[config.mk]
export PLATFORM = sky130hd
export DESIGN_NAME = mux16x1_reg
export DESIGN_NICKNAME = d
export VERILOG_FILES = /design/src/rtl/mux16x1_pkg.sv /design/src/rtl/mux16x1_comb.sv /design/src/rtl/mux16x1_reg.sv
export SDC_FILE = /design/constraint.sdc
export NUM_CORES = 1
export LEC_CHECK = 0
export ABC_CLOCK_PERIOD_IN_PS = 900
export CAP_MARGIN = 20
export CORE_AREA = 2 2 216 218
export DETAILED_ROUTE_END_ITERATION = 10
export DIE_AREA = 0 0 218 220
export GPL_TIMING_DRIVEN = 0
export PLACE_DENSITY = 0.5
export REMOVE_ABC_BUFFERS = 1
export SYNTH_ARGS = -nofsm -noshare
export SYNTH_HDL_FRONTEND = slang
export SYNTH_SLANG_ARGS = --single-unit
[constraint.sdc]
create_clock -name clk -period 0.9 [get_ports clk]
set_input_delay 0.18 -clock clk [delete_from_list [all_inputs] [get_ports clk]]
set_output_delay 0.18 -clock clk [all_outputs]
set_load 0.02 [all_outputs]
[src/rtl/mux16x1_pkg.sv]
// mux16x1_pkg: shared constants and select type for the registered 16:1 word mux
package mux16x1_pkg;
  localparam int N_IN = 16;
  localparam int SEL_W = 4;
  localparam int DEF_WIDTH = 32;
  typedef logic [SEL_W-1:0] sel_t;
endpackage

[src/rtl/mux16x1_comb.sv]
// mux16x1_comb: purely combinational 16:1 word selector
module mux16x1_comb
  import mux16x1_pkg::*;
#(
  parameter int WIDTH = DEF_WIDTH
) (
  input  logic [N_IN-1:0][WIDTH-1:0] a,
  input  sel_t                       sel,
  output logic [WIDTH-1:0]           y
);
  assign y = a[sel];
endmodule

[src/rtl/mux16x1_reg.sv]
// mux16x1_reg: registered 16:1 word mux with valid flag
// Optional out_parity output (even parity of out) when MUX16X1_REG_PARITY_EN is defined.
module mux16x1_reg
  import mux16x1_pkg::*;
#(
  parameter int WIDTH = DEF_WIDTH
) (
  input  logic             clk,
  input  logic             rst_n,
  input  logic [WIDTH-1:0] a0,
  input  logic [WIDTH-1:0] a1,
  input  logic [WIDTH-1:0] a2,
  input  logic [WIDTH-1:0] a3,
  input  logic [WIDTH-1:0] a4,
  input  logic [WIDTH-1:0] a5,
  input  logic [WIDTH-1:0] a6,
  input  logic [WIDTH-1:0] a7,
  input  logic [WIDTH-1:0] a8,
  input  logic [WIDTH-1:0] a9,
  input  logic [WIDTH-1:0] a10,
  input  logic [WIDTH-1:0] a11,
  input  logic [WIDTH-1:0] a12,
  input  logic [WIDTH-1:0] a13,
  input  logic [WIDTH-1:0] a14,
  input  logic [WIDTH-1:0] a15,
  input  sel_t             sel,
  input  logic             en,
  output logic [WIDTH-1:0] out,
  output logic             out_valid
`ifdef MUX16X1_REG_PARITY_EN
  ,
  output logic             out_parity
`endif
);
  logic [N_IN-1:0][WIDTH-1:0] a_w;
  logic [WIDTH-1:0] y_w, out_d, out_q;
  logic valid_q;
  assign a_w = {a15, a14, a13, a12, a11, a10, a9, a8, a7, a6, a5, a4, a3, a2, a1, a0};
  mux16x1_comb #(.WIDTH(WIDTH)) u_comb (
    .a  (a_w),
    .sel(sel),
    .y  (y_w)
  );
  always_comb out_d = en ? y_w : out_q;
  always_ff @(posedge clk or negedge rst_n) begin
    if (!rst_n) begin
      out_q   <= '0;
      valid_q <= 1'b0;
    end else begin
      out_q   <= out_d;
      valid_q <= en;
    end
  end
  assign out       = out_q;
  assign out_valid = valid_q;
`ifdef MUX16X1_REG_PARITY_EN
  logic par_d, par_q;
  always_comb par_d = en ? ^y_w : par_q;
  always_ff @(posedge clk or negedge rst_n) begin
    if (!rst_n) par_q <= 1'b0;
    else        par_q <= par_d;
  end
  assign out_parity = par_q;
`endif
endmodule

==> impl_summary.txt, run 1 <==
----------------------------------------------------
[Setup path]
  Startpoint types ... primary input
  Critical Path AT ... 1380 ps
  Largest fanout on the critical path ... 8
  Element type at the critical path end ... flop
  Category of the critical setup timing path ... primary input to flop
  Required time reported for the critical path endpoint ... 1080 ps

[Synth]
  FF+latch count, synth ... 33
  Syn Inst Count ... 342
  Average cell area after synthesis ... 15.4 µm²
  Number of library cell types mapped by synthesis ... 17
  Cell area after synthesis ... 0.00528 mm²
  Number of warnings printed during yosys synthesis ... 0
  Proportion of synthesized chip area in sequential cells ... 0.156

[Drt]
  Number of vias per cell after detailed routing ... 4.16
  Number of vias in the routed layout ... 6426
  Pre-Repair DR Iteration Count ... 4
  WL per Instance ... 26.1 µm
  DRC violation count after routing ... 0
  Number of DRC violations after detailed-routing iteration 0 ... 273
  Post-route ant nets ... 0
  Sum of routed wire length over all layers ... 40300 µm

[Min path]
  Tightest Hold Check Type ... primary input to asynchronous set/reset pin

[Clock network]
  Num Clock Sinks ... 33
  TritonCTS clock tree ... done
  Maximum level of the CTS H-tree ... 2
  Clock latency on the worst-skew pair ... 300 ps
  Cell at the root of the clock tree ... sky130_fd_sc_hd__clkbuf_16
  Cts bufs inserted ... 5
  Post-CTS clock slew at the launch and capture registers of the worst setup and hold paths ... 70 ps
  Maximum number of buffers from clock root to sink ... 2

[STA]
  Fin Hold WS ... -161 ps
  Setup TNS Final ... -11350 ps
  Post-route fraction of the period consumed by the critical path ... 1.34
  Final Slew Violations ... 0
  Final setup violation count ... 65
  Number of endpoints with negative hold slack in the final report ... 16
  Worst slew margin relative to its limit ... 0.649
  Actual transition at the worst max-transition pin ... 526 ps
  Final setup slack of the worst path ... -303 ps
  Worst setup skew after layout ... 0 ps
  Maximum frequency from static timing analysis ... 831 MHz
  Minimum clock period after layout ... 1200 ps
  Unrepaired setup endpoints after global routing ... yes

[Floorplanning]
  IO Pins ... 552
  Die width ... 218 µm
  DIE AREA ... 0.0480 mm²
  Core Area ... 0.0459 mm²
  Starting density of the core ... 0.115
  Row count ... 79
  Die Y ... 220 µm

[Placement]
  Placement Setup Slack ... -1410 ps
  Cell area after placement ... 0.0113 mm²
  Routability cong. ... 0.832
  Half-perimeter wire length after detailed placement ... 25700 µm
  Buffers on Ports ... 551
  Number of placed instances, taps included ... 1458

[Power]
  Pwr per Cell Area ... 783 mW/mm²
  Leakage power ... 5.85 nW
  Overall power after layout ... 0.0103 W
  Worst vdd ir ... 0.496 mV

[Global routing]
  Vias in the first global route ... 7060
  Initial antenna violation count ... 10
  Wire length of the first global-routing pass ... 51100 µm
  Pin count of the biggest net entering global routing ... 35
  Global-route congestion overflow total ... 0
  Combined global-route utilization of all metal layers ... 0.154

[Final layout]
  Area added between synthesis and finish ... 150%
  Count of placed standard cells in the final layout, fillers left out ... 1544
  Fraction of layout instances using a drive strength above 1 ... 0.358
  Filler cell count ... 4771
  Total number of nets in the final design ... 1450
  Post-route cell area ... 0.0132 mm²

[Run status]
  Outcome ... complete, but fails checks
  Violated checks ... hold timing, setup timing

[Run]
  Number of max-cap violations ... 0

----------------------------------------------------
-- worst max-delay path, cell delays in order --
cell and delay (ps):
sky130_fd_sc_hd__buf_16 140, sky130_fd_sc_hd__buf_16 170, sky130_fd_sc_hd__mux4_2 580, sky130_fd_sc_hd__mux2i_1 220, sky130_fd_sc_hd__a221oi_2 90
-- area by class of cell --
type	count	area (µm²)	share of cell area
Sequential cell	33	826	0.0626
Timing Repair Buffer	632	7110	0.539
Tap cell	607	759	0.0576
Antenna cell	5	12.5	0.000948
Clock buffer	8	136	0.0103
Multi-Input combinational cell	259	4350	0.330
-- logic make-up (layout without fill, tap and decap cells) --
family / count (synthesis) / count (layout) / share of synthesized area
compound gates: 64 / 64 / 0.134
buf+inv: 50 / 640 / 0.0766
flops: 33 / 33 / 0.156
other cells: 0 / 5 / 0
simple gates: 35 / 35 / 0.0263
mux: 160 / 160 / 0.607
-- worst paths after layout --
check                                    startpoint             endpoint  slack [ps]  cells past startpoint
worst min-delay path                          rst_n  out[13]$_DFFE_PN0P_        -160                      1
worst max-delay path                         sel[2]  out[27]$_DFFE_PN0P_        -300                      5
min in group clk                                 en  out_valid$_DFF_PN0_         190                      1
worst max register to register  out[14]$_DFFE_PN0P_  out[14]$_DFFE_PN0P_         -30                      4
worst min register to register  out[25]$_DFFE_PN0P_  out[25]$_DFFE_PN0P_         580                      2
max in group asynchronous                     rst_n  out[25]$_DFFE_PN0P_         520                      2
-- sequential cells by signal (all words and copies together), names as in the netlist --
name       flops
out           32
out_valid      1
-- cell usage in the layout, fill, tap and decap left out, types with 12 or more instances in the layout --
cell / instances
sky130_fd_sc_hd__buf_16: 23
sky130_fd_sc_hd__dlymetal6s2s_1: 103
sky130_fd_sc_hd__o22ai_2: 26
sky130_fd_sc_hd__dfrtp_1: 33
sky130_fd_sc_hd__clkbuf_16: 12
sky130_fd_sc_hd__dlygate4sd2_1: 163
sky130_fd_sc_hd__mux2i_2: 13
sky130_fd_sc_hd__mux2i_1: 15
sky130_fd_sc_hd__buf_4: 28
sky130_fd_sc_hd__buf_12: 17
sky130_fd_sc_hd__nor2_1: 32
sky130_fd_sc_hd__clkdlybuf4s50_1: 244
sky130_fd_sc_hd__mux4_2: 128
sky130_fd_sc_hd__buf_6: 39
sky130_fd_sc_hd__a221oi_2: 30
-- cell usage after synthesis, drive strengths merged --
| cell type | n | share of area |
|---|---|---|
| a221oi | 32 | 0.084 |
| and2 | 1 | 0.0012 |
| buf | 35 | 0.066 |
| clkbuf | 15 | 0.011 |
| dfrtp | 33 | 0.16 |
| mux2i | 32 | 0.061 |
| mux4 | 128 | 0.55 |
| nand2b | 1 | 0.0012 |
| nor2 | 32 | 0.023 |
| o22ai | 32 | 0.050 |
| or2 | 1 | 0.0012 |
-- power by group --
part	switching, W	total [W]	internal, W
clock network	0.000853	0.00189	0.00104
registers	0.000175	0.00188	0.00171
logic	0.00240	0.00656	0.00416
total	0.00343	0.0103	0.00691
-- layer usage --
| metal | vias to the layer above | share of wire | track usage |
|---|---|---|---|
| met5 | - | 0.00060 | 0 |
| met4 | 4 | 0.028 | 0.0499 |
| met3 | 48 | 0.081 | 0.0429 |
| met2 | 380 | 0.50 | 0.269 |
| met1 | 3226 | 0.39 | 0.181 |
| li1 | 2768 | - | - |
-- metrics by stage --
stage	hold WS, ps	utilization
6_report	-161	0.288
5_1_grt	-132	0.288
3_3_place_gp	542	0.243
3_5_place_dp	192	0.247
4_1_cts	-151	0.276
2_1_floorplan	-116	-
-- what timing repair did --
| item | in CTS | in global routing |
|---|---|---|
| setup buffers | 38 | 10 |
| endpoints found under the setup margin | 65 | 65 |
| cloned | 21 | 7 |
| pin swaps | 38 | 38 |
| endpoints found under the hold margin | 16 | 16 |
| gates resized for setup | 439 | 126 |
(Power assumes the default switching activity.)
==> run 2, diff against run 1 <==
Settings changed: CELL_PAD_IN_SITES_DETAIL_PLACEMENT set to 0, CELL_PAD_IN_SITES_GLOBAL_PLACEMENT set to 1, CORE_AREA 2 2 216 218 to 2 2 217 219, DIE_AREA 0 0 218 220 to 0 0 219 221, PLACE_DENSITY 0.5 to 0.62, RECOVER_POWER set to 50.
==> run 2 against run 1 <==
  * The flow still finishes with violations (hold timing, setup timing)
  * Clock power barely moved
  * Critical path depth stayed put
  * Setup slack worse by 15 ps
  * Final cell count up 0.26%
  * Die area rose by 0.92%
  * Critical path type unchanged
  * Critical endpoint unchanged
==> impl_summary.txt, run 2 (synthesis gave the netlist of run 1 again) <==
----------------------------------------------------
[Run status]
  Outcome ... complete, but fails checks
  Violated checks ... hold timing, setup timing

[Power]
  Cell internal power dissipation ... 0.00706 W (+2.2%)
  Pwr per Cell Area ... 808 mW/mm² (+3.2%)
  Worst vdd ir ... 0.544 mV (+9.8%)
  Switching Power ... 0.00352 W (+2.7%)
  Combinational group share of total power ... 0.642 (+0.007)
  Part of the total power dissipated in sequential elements ... 0.177 (-0.005)
  Clock share of power ... 0.181 (-0.002)
  Leakage power ... 5.36 nW (-8.5%)
  Sw Share ... 0.333 (+0.00101)

[Clock network]
  Cts bufs inserted ... 5 (unchanged)
  Maximum level of the CTS H-tree ... 2 (unchanged)
  Post-CTS clock slew at the launch and capture registers of the worst setup and hold paths ... 60 ps (about the same)
  Num Clock Sinks ... 33 (unchanged)
  Cell at the root of the clock tree ... sky130_fd_sc_hd__clkbuf_16
  Clock latency on the worst-skew pair ... 310 ps (about the same)
  TritonCTS clock tree ... done
  Maximum number of buffers from clock root to sink ... 2 (unchanged)

[Setup path]
  Largest fanout on the critical path ... 8 (unchanged)
  Category of the critical setup timing path ... primary input to flop
  Startpoint types ... primary input
  Required time reported for the critical path endpoint ... 1090 ps (about the same)
  Critical Path AT ... 1400 ps (+20 ps)
  Element type at the critical path end ... flop

[Final layout]
  Total number of nets in the final design ... 1456 (+0.41%)
  Fraction of layout instances using a drive strength above 1 ... 0.360 (+0.00197)
  Number of flip-flops under the largest register name ... 32 (unchanged)
  Commonest non-fill, non-tap cells in the layout ... 314 x sky130_fd_sc_hd__clkdlybuf4s50_1, 147 x sky130_fd_sc_hd__dlygate4sd2_1, 128 x sky130_fd_sc_hd__mux4_2, 52 x sky130_fd_sc_hd__dlymetal6s2s_1
  Post-route cell area ... 0.0131 mm² (-0.79%)
  Most frequent standard cell in the layout excluding fill and tap cells ... sky130_fd_sc_hd__clkdlybuf4s50_1
  Area added between synthesis and finish ... 148%

[Drt]
  DRC violation count after routing ... 0 (unchanged)
  Number of vias in the routed layout ... 6441 (+0.23%)
  Number of vias per cell after detailed routing ... 4.16 (about the same)
  Post-route ant nets ... 0 (unchanged)
  Number of DRC violations after detailed-routing iteration 0 ... 358 (+31%)
  WL per Instance ... 26.4 µm (+1.3%)
  Sum of routed wire length over all layers ... 40900 µm (+1.6%)
  Pre-Repair DR Iteration Count ... 6 (+2)

[Global routing]
  Vias in the first global route ... 7223 (+2.3%)
  Pin count of the biggest net entering global routing ... 35 (unchanged)
  Combined global-route utilization of all metal layers ... 0.158 (+0.00499)
  Initial antenna violation count ... 7 (-3)
  Wire length of the first global-routing pass ... 53200 µm (+4.1%)
  Global-route congestion overflow total ... 0 (unchanged)

[STA]
  Maximum frequency from static timing analysis ... 821 MHz (-1.3%)
  Actual transition at the worst max-transition pin ... 583 ps (+57.3 ps)
  Minimum clock period after layout ... 1220 ps (+15.3 ps)
  Fin Hold WS ... -148 ps (+12.4 ps)
  Final setup slack of the worst path ... -318 ps (-15.3 ps)
  Unrepaired setup endpoints after global routing ... yes
  Worst setup skew after layout ... 0 ps (unchanged)
  Final Slew Violations ... 0 (unchanged)
  Worst slew margin relative to its limit ... 0.611 (-0.0382)
  Number of endpoints with negative hold slack in the final report ... 16 (unchanged)
  Setup TNS Final ... -12150 ps (-797 ps)
  Final setup violation count ... 65 (unchanged)
  Post-route fraction of the period consumed by the critical path ... 1.35 (+0.0171)

[Floorplanning]
  DIE AREA ... 0.0484 mm² (+0.92%)
  Starting density of the core ... 0.115 (-0.000494)
  Die Y ... 221 µm (+0.45%)
  Row count ... 79 (unchanged)
  IO Pins ... 552 (unchanged)
  Die width ... 219 µm (+0.46%)
  Core Area ... 0.0461 mm² (+0.43%)

[Placement]
  Half-perimeter wire length after detailed placement ... 26600 µm (+3.7%)
  Buffers on Ports ... 551 (unchanged)
  Routability cong. ... 0.870 (+4.6%)
  Cell area after placement ... 0.0113 mm² (unchanged)
  Placement Setup Slack ... -1390 ps (+20.8 ps)

[Min path]
  Tightest Hold Check Type ... primary input to asynchronous set/reset pin

[Run]
  Number of max-cap violations ... 0 (unchanged)

----------------------------------------------------
[run 2: cell count changes in the layout (fill, tap and decap cells not counted), sizes merged]
cell / delta
clkdlybuf4s15: -3
bufbuf: +1
buf: +5
dlygate4sd2: -16
clkdlybuf4s50: +70
diode: -2
dlymetal6s2s: -51
[run 2: path summary, 6_finish.rpt]
| path | start | endpoint | slack (ps) | cells after the start |
|---|---|---|---|---|
| max in group asynchronous | rst_n | out[31]$_DFFE_PN0P_ | 220 | 2 |
| setup reg to reg | out[14]$_DFFE_PN0P_ | out[14]$_DFFE_PN0P_ | -30 | 4 |
| hold reg to reg | out[3]$_DFFE_PN0P_ | out[3]$_DFFE_PN0P_ | 590 | 2 |
| hold / removal | rst_n | out[13]$_DFFE_PN0P_ | -150 | 1 |
| min in group clk | en | out[13]$_DFFE_PN0P_ | 270 | 2 |
| setup / recovery | sel[2] | out[27]$_DFFE_PN0P_ | -320 | 5 |
[run 2: metal layers]
| metal | GRT usage | share of wire | up-vias |
|---|---|---|---|
| li1 | - | - | 2770 |
| met3 | 0.0452 | 0.085 | 57 |
| met2 | 0.261 | 0.46 | 406 |
| met1 | 0.195 | 0.41 | 3202 |
| met4 | 0.0608 | 0.037 | 6 |
| met5 | 0 | 0.0010 | - |
[run 2: power by group through the flow]
stage	Sequential, W	Clock, W	Combinational, W
after floorplan	0.00213	0	0.00168
after global placement	0.00185	0	0.00598
after detailed placement	0.00186	0	0.00565
after CTS	0.00187	0.00210	0.00667
after global routing	0.00190	0.00214	0.00714
final	0.00187	0.00192	0.00679
[run 2: layout make-up]
class	count	area (µm²)
clock buffer	8	136
timing repair buffer	638	6990
multi-input combinational	259	4370
sequential	33	826
fill	4813	33000
tap	607	759
antenna	3	7.51
[run 2: worst max-delay path: stages]
cell and delay [ps]:
sky130_fd_sc_hd__buf_16 160, sky130_fd_sc_hd__buf_16 170, sky130_fd_sc_hd__mux4_2 570, sky130_fd_sc_hd__mux2i_2 210, sky130_fd_sc_hd__a221oi_2 90
[run 2: what timing repair did]
item	4_1_cts	5_1_grt
resized for setup	438	76
setup buffers	39	16
gates cloned	24	6
hold endpoints to repair	16	16
setup endpoints to repair	65	65
pin swaps	29	30
[run 2: stage by stage]
stage,hold slack [ps],utilization,power [W],cells
4_1_cts,-154,0.276,0.0106,1529
3_5_place_dp,207,0.246,0.00752,1458
3_3_place_gp,543,0.242,0.00783,1450
6_report,-148,0.284,0.0106,1548
2_1_floorplan,-116,-,0.00381,292
5_1_grt,-134,0.284,0.0112,1547
